### src/rtl/uart_tfifo_ext.sv
// UART transmit FIFO: distributed RAM with a show-ahead head, boundary-safe push/pop,
// sticky overrun/underrun, a threshold flag for the TX interrupt and a high-water tracker.
module uart_tfifo_ext #(
    parameter int FIFO_WIDTH     = 8,
    parameter int FIFO_DEPTH     = 16,
    parameter int FIFO_POINTER_W = 4,
    parameter int FIFO_COUNTER_W = 5
) (
    input  logic                      clk,
    input  logic                      wb_rst_i,
    input  logic                      fifo_reset,
    input  logic                      reset_status,
    input  logic                      push,
    input  logic                      pop,
    input  logic [FIFO_WIDTH-1:0]     data_in,
    input  logic [FIFO_COUNTER_W-1:0] level,
    output logic [FIFO_WIDTH-1:0]     data_out,
    output logic [FIFO_COUNTER_W-1:0] count,
    output logic                      empty,
    output logic                      full,
    output logic                      level_hit,
    output logic                      overrun,
    output logic                      underrun,
    output logic [FIFO_COUNTER_W-1:0] high_water
);

    localparam logic [FIFO_COUNTER_W-1:0] DEPTH_C = FIFO_COUNTER_W'(FIFO_DEPTH);
    localparam logic [FIFO_POINTER_W-1:0] PTR_ONE = FIFO_POINTER_W'(1);
    localparam logic [FIFO_COUNTER_W-1:0] CNT_ONE = FIFO_COUNTER_W'(1);

    logic [FIFO_WIDTH-1:0]     mem [FIFO_DEPTH];

    logic [FIFO_POINTER_W-1:0] top_q, top_d;
    logic [FIFO_POINTER_W-1:0] bottom_q, bottom_d;
    logic [FIFO_COUNTER_W-1:0] count_q, count_d;
    logic [FIFO_COUNTER_W-1:0] high_water_q, high_water_d;
    logic                      overrun_q, overrun_d;
    logic                      underrun_q, underrun_d;

    logic empty_w;
    logic full_w;
    logic wr_en;
    logic rd_en;

    assign empty_w = (count_q == '0);
    assign full_w  = (count_q == DEPTH_C);

    // A push into a full FIFO still succeeds when a pop frees the head slot in the same edge;
    // a pop against an empty FIFO is never accepted, even alongside a push.
    assign wr_en = push && (!full_w || pop) && !fifo_reset;
    assign rd_en = pop && !empty_w && !fifo_reset;

    always_comb begin
        top_d        = top_q;
        bottom_d     = bottom_q;
        count_d      = count_q;
        high_water_d = high_water_q;
        overrun_d    = overrun_q;
        underrun_d   = underrun_q;

        if (reset_status) begin
            overrun_d  = 1'b0;
            underrun_d = 1'b0;
        end

        if (fifo_reset) begin
            top_d        = '0;
            bottom_d     = '0;
            count_d      = '0;
            high_water_d = '0;
        end else begin
            if (wr_en) begin
                top_d = top_q + PTR_ONE;
            end
            if (rd_en) begin
                bottom_d = bottom_q + PTR_ONE;
            end
            if (wr_en && !rd_en) begin
                count_d = count_q + CNT_ONE;
            end else if (rd_en && !wr_en) begin
                count_d = count_q - CNT_ONE;
            end

            if (push && !pop && full_w) begin
                overrun_d = 1'b1;
            end
            if (pop && empty_w) begin
                underrun_d = 1'b1;
            end

            if (count_d > high_water_q) begin
                high_water_d = count_d;
            end
        end
    end

    always_ff @(posedge clk or posedge wb_rst_i) begin
        if (wb_rst_i) begin
            top_q        <= '0;
            bottom_q     <= '0;
            count_q      <= '0;
            high_water_q <= '0;
            overrun_q    <= 1'b0;
            underrun_q   <= 1'b0;
        end else begin
            top_q        <= top_d;
            bottom_q     <= bottom_d;
            count_q      <= count_d;
            high_water_q <= high_water_d;
            overrun_q    <= overrun_d;
            underrun_q   <= underrun_d;
        end
    end

    // Storage is deliberately not reset so it maps onto distributed RAM.
    always_ff @(posedge clk) begin
        if (wr_en) begin
            mem[top_q] <= data_in;
        end
    end

    assign data_out   = mem[bottom_q];
    assign count      = count_q;
    assign empty      = empty_w;
    assign full       = full_w;
    assign level_hit  = (count_q <= level);
    assign overrun    = overrun_q;
    assign underrun   = underrun_q;
    assign high_water = high_water_q;

endmodule

### config.mk
export PLATFORM = sky130hd
export DESIGN_NAME = uart_tfifo_ext
export DESIGN_NICKNAME = d
export VERILOG_FILES = /design/src/rtl/uart_tfifo_ext.sv
export SDC_FILE = /design/constraint.sdc
export NUM_CORES = 1
export LEC_CHECK = 0
export ABC_CLOCK_PERIOD_IN_PS = 6000
export BUFFER_PORTS_ARGS = -buffer_cell sky130_fd_sc_hd__buf_4
export CAP_MARGIN = 20
export CORE_MARGIN = 2
export CORE_UTILIZATION = 60
export DETAILED_ROUTE_END_ITERATION = 10
export PLACE_DENSITY = 0.87
export SYNTH_ARGS = -nofsm -noshare
export SYNTH_HDL_FRONTEND = slang
export SYNTH_SLANG_ARGS = --single-unit
### constraint.sdc
create_clock -name clk -period 6 [get_ports clk]
set_input_delay 1.2 -clock clk [delete_from_list [all_inputs] [get_ports clk]]
set_output_delay 1.2 -clock clk [all_outputs]
set_load 0.1 [all_outputs]
---- Word level (Yosys, flattened, before mapping) ----
Memories as Yosys holds them, arrays and structs flattened.
Cells that the tools add are included.
storage, ports and cells
  register bits after elaboration ......... 20
  memory bits (writable) .................. 128
  bits of input ports ..................... 19
  word-level logic and storage cells ...... 52
  memories kept ........................... 1
operators by class
  add/sub/neg operators ................... 4
  $lt $le $gt $ge ......................... 2
  equality and inequality tests ........... 1
  mux-type cells .......................... 18
  reductions and logical operators ........ 20
memories
  memory  depth  bits a word  read ports  clocked after memory_dff  write ports  line  text
  mem     16     8            1           0                         1            31    logic [FIFO_WIDTH-1:0] mem [FIFO_DEPTH];
operator list
  operator                                                             number
  5-bit two-way mux                                                    6
  4-bit two-way mux                                                    4
  1-bit logical AND                                                    9
  4-bit by 1-bit adder with 4-bit output (second input constant)       2
  1-bit two-way mux                                                    8
  1-bit logical NOT                                                    6
  2-bit nonzero test                                                   3
  5-bit by 1-bit adder with 5-bit output (second input constant)       1
  5-bit equality test (second input constant)                          1
  5-bit > comparator                                                   1
  5-bit <= comparator                                                  1
  5-bit logical NOT                                                    1
  5-bit by 1-bit subtractor with 5-bit output (second input constant)  1
  1-bit logical OR                                                     1

---- Logic depth before layout (Yosys ltp) ----
Gate-level depths: netlist of the first run.
  word-level depth ........................ 13
  gate-level depth with buffers ........... 13
  gate-level depth less buffers ........... 13

---- Worst setup path after synthesis of the first run ----
No wires, ideal clock.
  path kind ............................... input to output
  start ................................... input level[1]
  end ..................................... output level_hit
  arrival time ............................ 3.586 ns
  required time ........................... 4.800 ns
  path slack .............................. 1.214 ns
  cell stages on the path ................. 7
  buffers on the path ..................... 0
  path through ............................ inv_1 -> ha_1 -> nor2b_1 -> o21a_1 -> o21a_1 -> o21a_1 -> o22ai_1
on the way
  word-level cells in the longest chain between the ends .. 1
ends and longest elaborated chain
  item                 line  text
  start: declaration   16    input logic [FIFO_COUNTER_W-1:0] level,
  5-bit <= comparator  126   assign level_hit = (count_q <= level);
  end: declaration     21    output logic level_hit,
Every way passes these cells.

---- Worst setup path in the final report of the first run ----
  start ................................... register bottom_q[0]
  end ..................................... output data_out[1]
on the way
  word-level cells in the longest chain between the ends .. 1
ends and longest elaborated chain
  item                      line  text
  start: declaration        34    logic [FIFO_POINTER_W-1:0] bottom_q, bottom_d;
  start signal: assignment  107   bottom_q <= bottom_d;
  memory 16 x 8 bit         n/a
  end: declaration          17    output logic [FIFO_WIDTH-1:0] data_out,
Every way passes these cells.

==> run_results.csv, run 1 <==
group,metric,value,unit
timing,setup-tns-final,0,ps
final_layout,diodes,0,
final_layout,seqCellArea,0.004345,mm2
cts,cts_max_level,4,
route,wl,13.18,mm
critical_path,crit_arrival,3130,ps
synth,syn_inst,382,
critical_path,critical_path.startpoint,"bottom_q[0]",
die,initial_core_util,0.6184,
timing,slew_viol_final,0,
timing,slew_headroom,0.3399,
die,io-pin-count,42,
pwr,pwr-share-clk,0.344,
final_layout,area_delta_synth_final,15.18,%
final_layout,final_cell_mix,"edfxtp_1 (128), buf_4 (48), mux4_2 (32)",
synth,synthAdderAreaFrac,0.03317,
place,io_buffers,41,
final_layout,final_nets,464,
global_routing,grt_overflow,0,
pwr,internal_power,1.952,mW
die,rows,37,
timing,setup_viol,0,
cts,root_buffer,"clkbuf_8",
synth,synth_compound_area_frac,0.04741,
timing,rsz0062_at_grt,"false",
synth,synth_cell_types,45,
die,die_x,107.4,um
final_layout,utilization,0.7122,
route,drc_errors,0,
cts,cts_buffers,17,
critical_path,cp.required,4800,ps
synth,synth-simple-area-share,0.06634,
synth,synth_top_area_frac,0.5994,
pwr,swShare,0.3313,
route,initialDrtViolationCount,324,
synth,netlist_area,0.006412,mm2
die,die-area,0.01153,mm2
final_layout,fin_area,0.007386,mm2
critical_path,criticalPathCategory,"flip-flop to output port",
outcome,status,"complete, no violations",
die,die_h,107.4,um
timing,fin_skew,10.26,ps
timing,fin_crit_sh,0.7215,
place,placed_area,0.006830,mm2
timing,hold_viol_final,0,
final_layout,final_layout_size_suffix_gt1_frac,0.2682,
global_routing,grt_util_all_layers,0.2495,
final_layout,num-fill-cells,637,
synth,synth_nets,418,
worst_hold_path,hold_start,"underrun",
critical_path,r2r_start,"count[0]",
timing,tightest_slew,990.1,ps
synth,yosysWarnings,0,
final_layout,layout.cells.non_filler,576,
synth,yosys-top-cells-area,"edfxtp_1 (60%), mux4_2 (11%), dfrtp_1 (7.8%)",
timing,min_period,4329,ps
route,via_per_inst,6.194,
route,final_antenna_net_count,0,
pwr,ir_drop,0.3109,mV
cts,cts_buffer_depth,2,
critical_path,endpoint_kind,"output port",
synth,yosysTopAreaCell,"edfxtp_1",
cts,ctsResizeCount,0,
route,vias,3568,
synth,muxShareOfSynthArea,0.1311,
route,firstDrtPassIters,5,
die,core_area,0.01037,mm2
pwr,seqPwrFrac,0.410,
cts,clock_sinks,148,
cts,clk_pin_slew,60,ps
synth,synth_top_family_by_area,"multiplexers",
final_layout,multi_input_area,0.001879,mm2
pwr,switching_power,0.9670,mW
pwr,pwr-share-comb,0.246,
timing,max_freq,0.2310,GHz
global_routing,antenna_found_initial,0,
global_routing,grt_pass1_wl,20.22,mm
synth,synth_xor_area_frac,0.01502,
critical_path,start_kind,"flip-flop",
worst_hold_path,holdCritPathClass,"flip-flop to flip-flop",
cts,postCtsSetupRepairBufs,0,
place,gp_congestion,0.7836,
synth,syn_avg_cell_area,16.79,um2
flow_run,cap_violations,0,
place,placed_cells,545,
global_routing,grt_max_degree,21,
route,wl_per_cell,22.88,um
synth,ys_seq_elements,148,
cts,tritoncts,"built",
cts,clk_latency,530,ps
pwr,p_leak,2.599,nW
place,dpl.hpwl,8.066,mm
synth,synth_seq_area_share,0.6775,
pwr,power_density,395.2,mW/mm2
final_layout,final_common_cell,"edfxtp_1",
critical_path,cp_max_fo,20,
cts,ctsHoldBuffers,0,
global_routing,grt_pass1_vias,3655,
-- logic make-up after synthesis --
kind of cell / Yosys count
DFF: 148
and+or+nand+nor: 78
muxes: 44
AOI/OAI and AO/OA: 43
buffers and inverters: 41
adders and majority gates: 17
xor gates and xnor gates: 11
-- per-stage QoR --
stage          hold slack [ps]  power [mW]  setup slack [ps]
2_1_floorplan            579.2       1.786              1214
3_3_place_gp             485.5       1.912              2186
3_5_place_dp             490.6       1.936              2071
4_1_cts                  505.1       2.934              1664
5_1_grt                  544.6       3.013              1523
6_report                 503.0       2.919              1671
-- per-layer routing --
layer / vias up / wire length (um) / global-route usage
met4: 0 / 333 / 0.1035
li1: 1570 / - / -
met2: 182 / 7055 / 0.4322
met1: 1794 / 4810 / 0.3037
met3: 22 / 983 / 0.05751
met5: - / 0 / 0
-- area by class of cell --
| type | count | area share |
|---|---|---|
| Sequential cell | 148 | 0.5883 |
| Multi-Input combinational cell | 193 | 0.2544 |
| Clock buffer | 17 | 0.05607 |
| Timing Repair Buffer | 48 | 0.04879 |
| Tap cell | 136 | 0.02304 |
| Clock inverter | 14 | 0.01914 |
| Inverter | 20 | 0.01016 |
-- power groups by stage --
stage / Sequential, mW / Clock, mW / Combinational (mW)
6_report: 1.20 / 1.00 / 0.718
3_5_place_dp: 1.22 / 0 / 0.717
3_3_place_gp: 1.22 / 0 / 0.693
2_1_floorplan: 1.28 / 0 / 0.508
5_1_grt: 1.21 / 1.05 / 0.761
4_1_cts: 1.20 / 1.01 / 0.723
-- worst max-delay path, cell delays in order, from the launching register on --
cell and delay [ps]:
dfrtp_2 820, buf_4 430, mux4_2 540, mux2i_1 300, a21oi_1 190, buf_4 300
-- path summary, 6_finish.rpt --
check / endpoint / slack, ps / depth (start not counted)
max: data_out[1] / 1670 / 5
min: underrun / 500 / 1
max reg2reg: high_water[4] / 2340 / 13
min reg2reg: underrun / 500 / 1
max in group asynchronous: bottom_q[0] / 4640 / 2
min in group asynchronous: count[1] / 820 / 2
-- sequential cells by signal, indices dropped and copies added, names as in the netlist --
| name | count |
|---|---|
| bottom_q | 4 |
| count | 5 |
| high_water | 5 |
| mem | 128 |
| overrun | 1 |
| top_q | 4 |
| underrun | 1 |
-- synthesized netlist by cell type, drive strengths merged --
master / count
edfxtp: 128
or4: 1
and3: 3
a32oi: 1
ha: 17
o22a: 1
mux4: 32
nand3: 1
nor4b: 1
o21ai: 3
a21o: 1
nor3b: 1
or3b: 1
nand2b: 3
o311a: 1
o22ai: 3
o2111a: 1
dfrtp: 20
mux2i: 12
a21boi: 1
o21a: 3
clkbuf: 10
xor2: 5
nand4bb: 1
nand2: 13
buf: 11
a32o: 2
a21oi: 11
nor2b: 12
nand4: 3
o2111ai: 1
xnor2: 6
nor2: 30
inv: 20
and2: 3
a211oi: 10
nor3: 5
a41o: 1
a31oi: 3
(Power assumes the default switching activity.)
==> inputs of run 2 (changes only) <==
--- a/config.mk
+++ b/config.mk
@@ -5,7 +5,7 @@
 export SDC_FILE = /design/constraint.sdc
 export NUM_CORES = 1
 export LEC_CHECK = 0
-export ABC_CLOCK_PERIOD_IN_PS = 6000
+export ABC_CLOCK_PERIOD_IN_PS = 4300
 export BUFFER_PORTS_ARGS = -buffer_cell sky130_fd_sc_hd__buf_4
 export CAP_MARGIN = 20
 export CORE_MARGIN = 2
==> constraint.sdc (replaced) <==
create_clock -name clk -period 4.3 [get_ports clk]
set_input_delay 0.86 -clock clk [delete_from_list [all_inputs] [get_ports clk]]
set_output_delay 0.86 -clock clk [all_outputs]
set_load 0.1 [all_outputs]
==> run 2 against run 1 <==
Compared with the run above: sequential cell count is the same; power grew 40%; sequential share of layout area shrank 0.20 points; global-route usage shrank 0.73 points; routed wire length shrank 3.3%; cell count grew 0.17%; first-iteration DRC count shrank 4.0%; count of clock-buffer cells in the layout is the same; via count shrank 1.9%; final area grew 0.41%; register-to-register slack lost 1700 ps; critical path depth grew 1; largest power group unchanged.
==> run_results.csv, run 2 (synthesis gave the netlist of run 1 again) <==
group,metric,value,unit
critical_path,cp_slowest_stage_delay,770,ps
timing,min_period,3850,ps
die,io-pin-count,42,
final_layout,regMostFlops,"mem",
final_layout,utilization,0.7151,
final_layout,diodes,0,
final_layout,area_delta_synth_final,15.65,%
die,initial_core_util,0.6184,
outcome,status,"complete, no violations",
timing,slew_viol_final,0,
cts,cts_buffers,17,
timing,slew_headroom,0.4013,
die,die-area,0.01153,mm2
die,die_x,107.4,um
cts,root_buffer,"clkbuf_8",
route,wl_per_cell,22.08,um
timing,setup_viol,0,
critical_path,critical_path.startpoint,"bottom_q[0]",
final_layout,largest_reg_flops,128,
final_layout,final_layout_size_suffix_gt1_frac,0.2744,
final_layout,layout.cells.non_filler,577,
final_layout,final_cell_mix,"edfxtp_1 (128), buf_4 (47), mux4_2 (32)",
critical_path,cp_slowest_cell,"dfrtp_2",
critical_path,crit_path_end,"data_out[7]",
global_routing,grt_overflow,0,
timing,rsz0062_at_grt,"false",
final_layout,fin_area,0.007416,mm2
die,rows,37,
cts,cts_max_level,4,
final_layout,num-fill-cells,641,
pwr,power_density,552.5,mW/mm2
cts,clk_latency,520,ps
route,drc_errors,0,
die,die_h,107.4,um
timing,fin_skew,12.86,ps
route,wl,12.74,mm
pwr,p_total,4.097,mW
pwr,p_leak,2.617,nW
flow_run,cap_violations,0,
pwr,ir_drop,0.4951,mV
critical_path,reg2reg_depth,13,
critical_path,start_kind,"flip-flop",
critical_path,crit_chain,"buf_12 -> mux4_2 -> nor2b_1 -> a211oi_1 -> a21oi_1 -> buf_4",
timing,max_freq,0.2598,GHz
critical_path,cp.required,3440,ps
timing,fin_crit_sh,0.8952,
cts,clock_sinks,148,
global_routing,antenna_found_initial,0,
timing,tightest_slew,898.0,ps
final_layout,final_common_cell,"edfxtp_1",
route,vias,3500,
place,gp_congestion,0.7856,
critical_path,criticalPathCategory,"flip-flop to output port",
critical_path,endpoint_kind,"output port",
place,dpl.hpwl,8.453,mm
timing,setup-tns-final,0,ps
cts,ctsResizeCount,0,
critical_path,rrSetupSlack,680,ps
critical_path,cp_max_fo,18,
critical_path,r2r_end,"high_water[3]",
route,initialDrtViolationCount,311,
place,placed_cells,545,
route,via_per_inst,6.066,
global_routing,grt_util_all_layers,0.2422,
route,firstDrtPassIters,4,
cts,ctsHoldBuffers,0,
die,core_area,0.01037,mm2
place,io_buffers,41,
final_layout,final_nets,464,
global_routing,grt_max_degree,31,
global_routing,grt_pass1_vias,3702,
route,final_antenna_net_count,0,
place,placed_area,0.006845,mm2
worst_hold_path,holdCritPathClass,"input port to asynchronous set/reset pin",
critical_path,r2r_start,"count[0]",
critical_path,crit_arrival,2990,ps
cts,postCtsSetupRepairBufs,0,
global_routing,grt_pass1_wl,20.13,mm
cts,cts_buffer_depth,2,
cts,tritoncts,"built",
cts,clk_pin_slew,70,ps
timing,hold_viol_final,0,
## run 2: cell count changes in the layout (fill, tap and decap cells not counted), sizes merged
| cell | before | now |
|---|---|---|
| inv | 29 | 31 |
| clkinv | 0 | 1 |
| clkinvlp | 4 | 2 |
## run 2: power by group
group / leakage [nW] / total, mW / internal [mW] / switching, mW
logic: 0.917 / 1.01 / 0.354 / 0.661
clock network: 0.279 / 1.42 / 0.794 / 0.625
registers: 1.42 / 1.66 / 1.60 / 0.0675
total: 2.62 / 4.10 / 2.74 / 1.35
## run 2: area by class of cell
cell class / count / area, um2 / area share
clock buffers: 17 / 414.1 / 0.05585
multi-input cells: 193 / 1879 / 0.2534
inverters: 20 / 75.07 / 0.01012
well taps: 136 / 170.2 / 0.02295
flip-flops and latches: 148 / 4348 / 0.5863
clock inverters: 15 / 156.4 / 0.02109
repair buffers: 48 / 372.9 / 0.05028
## run 2: routing by layer
| layer | share of wire | track usage | vias up |
|---|---|---|---|
| met5 | 0 | 0 | - |
| met4 | 0.0084 | 0.06868 | 0 |
| met3 | 0.060 | 0.06174 | 10 |
| met2 | 0.54 | 0.4191 | 126 |
| met1 | 0.39 | 0.3058 | 1794 |
| li1 | - | - | 1570 |
## run 2: per-stage QoR
stage	setup slack, ps	hold slack, ps
5_1_grt	246.7	526.4
2_1_floorplan	9.537	579.2
4_1_cts	414.4	484.7
6_report	450.5	469.8
3_3_place_gp	811.7	489.5
3_5_place_dp	675.9	490.3
## run 2: worst max-delay path, delay by kind of cell, from the launching register on
family | cells | cell delay (ps)
flip-flops | 1 | 770
buffers and inverters | 2 | 550
multiplexers | 1 | 520
AO/OA/AOI/OAI | 2 | 450
AND/OR/NAND/NOR | 1 | 150
## run 2: worst min-delay path by stage
stage	start	endpoint	slack, ps	depth (start not counted)
global placement	overrun	overrun	490	1
CTS	wb_rst_i	top_q[3]	480	2
floorplan	top_q[0]	top_q[0]	580	2
detailed placement	overrun	overrun	490	1
finish	wb_rst_i	high_water[1]	470	2
global route	overrun	overrun	530	1
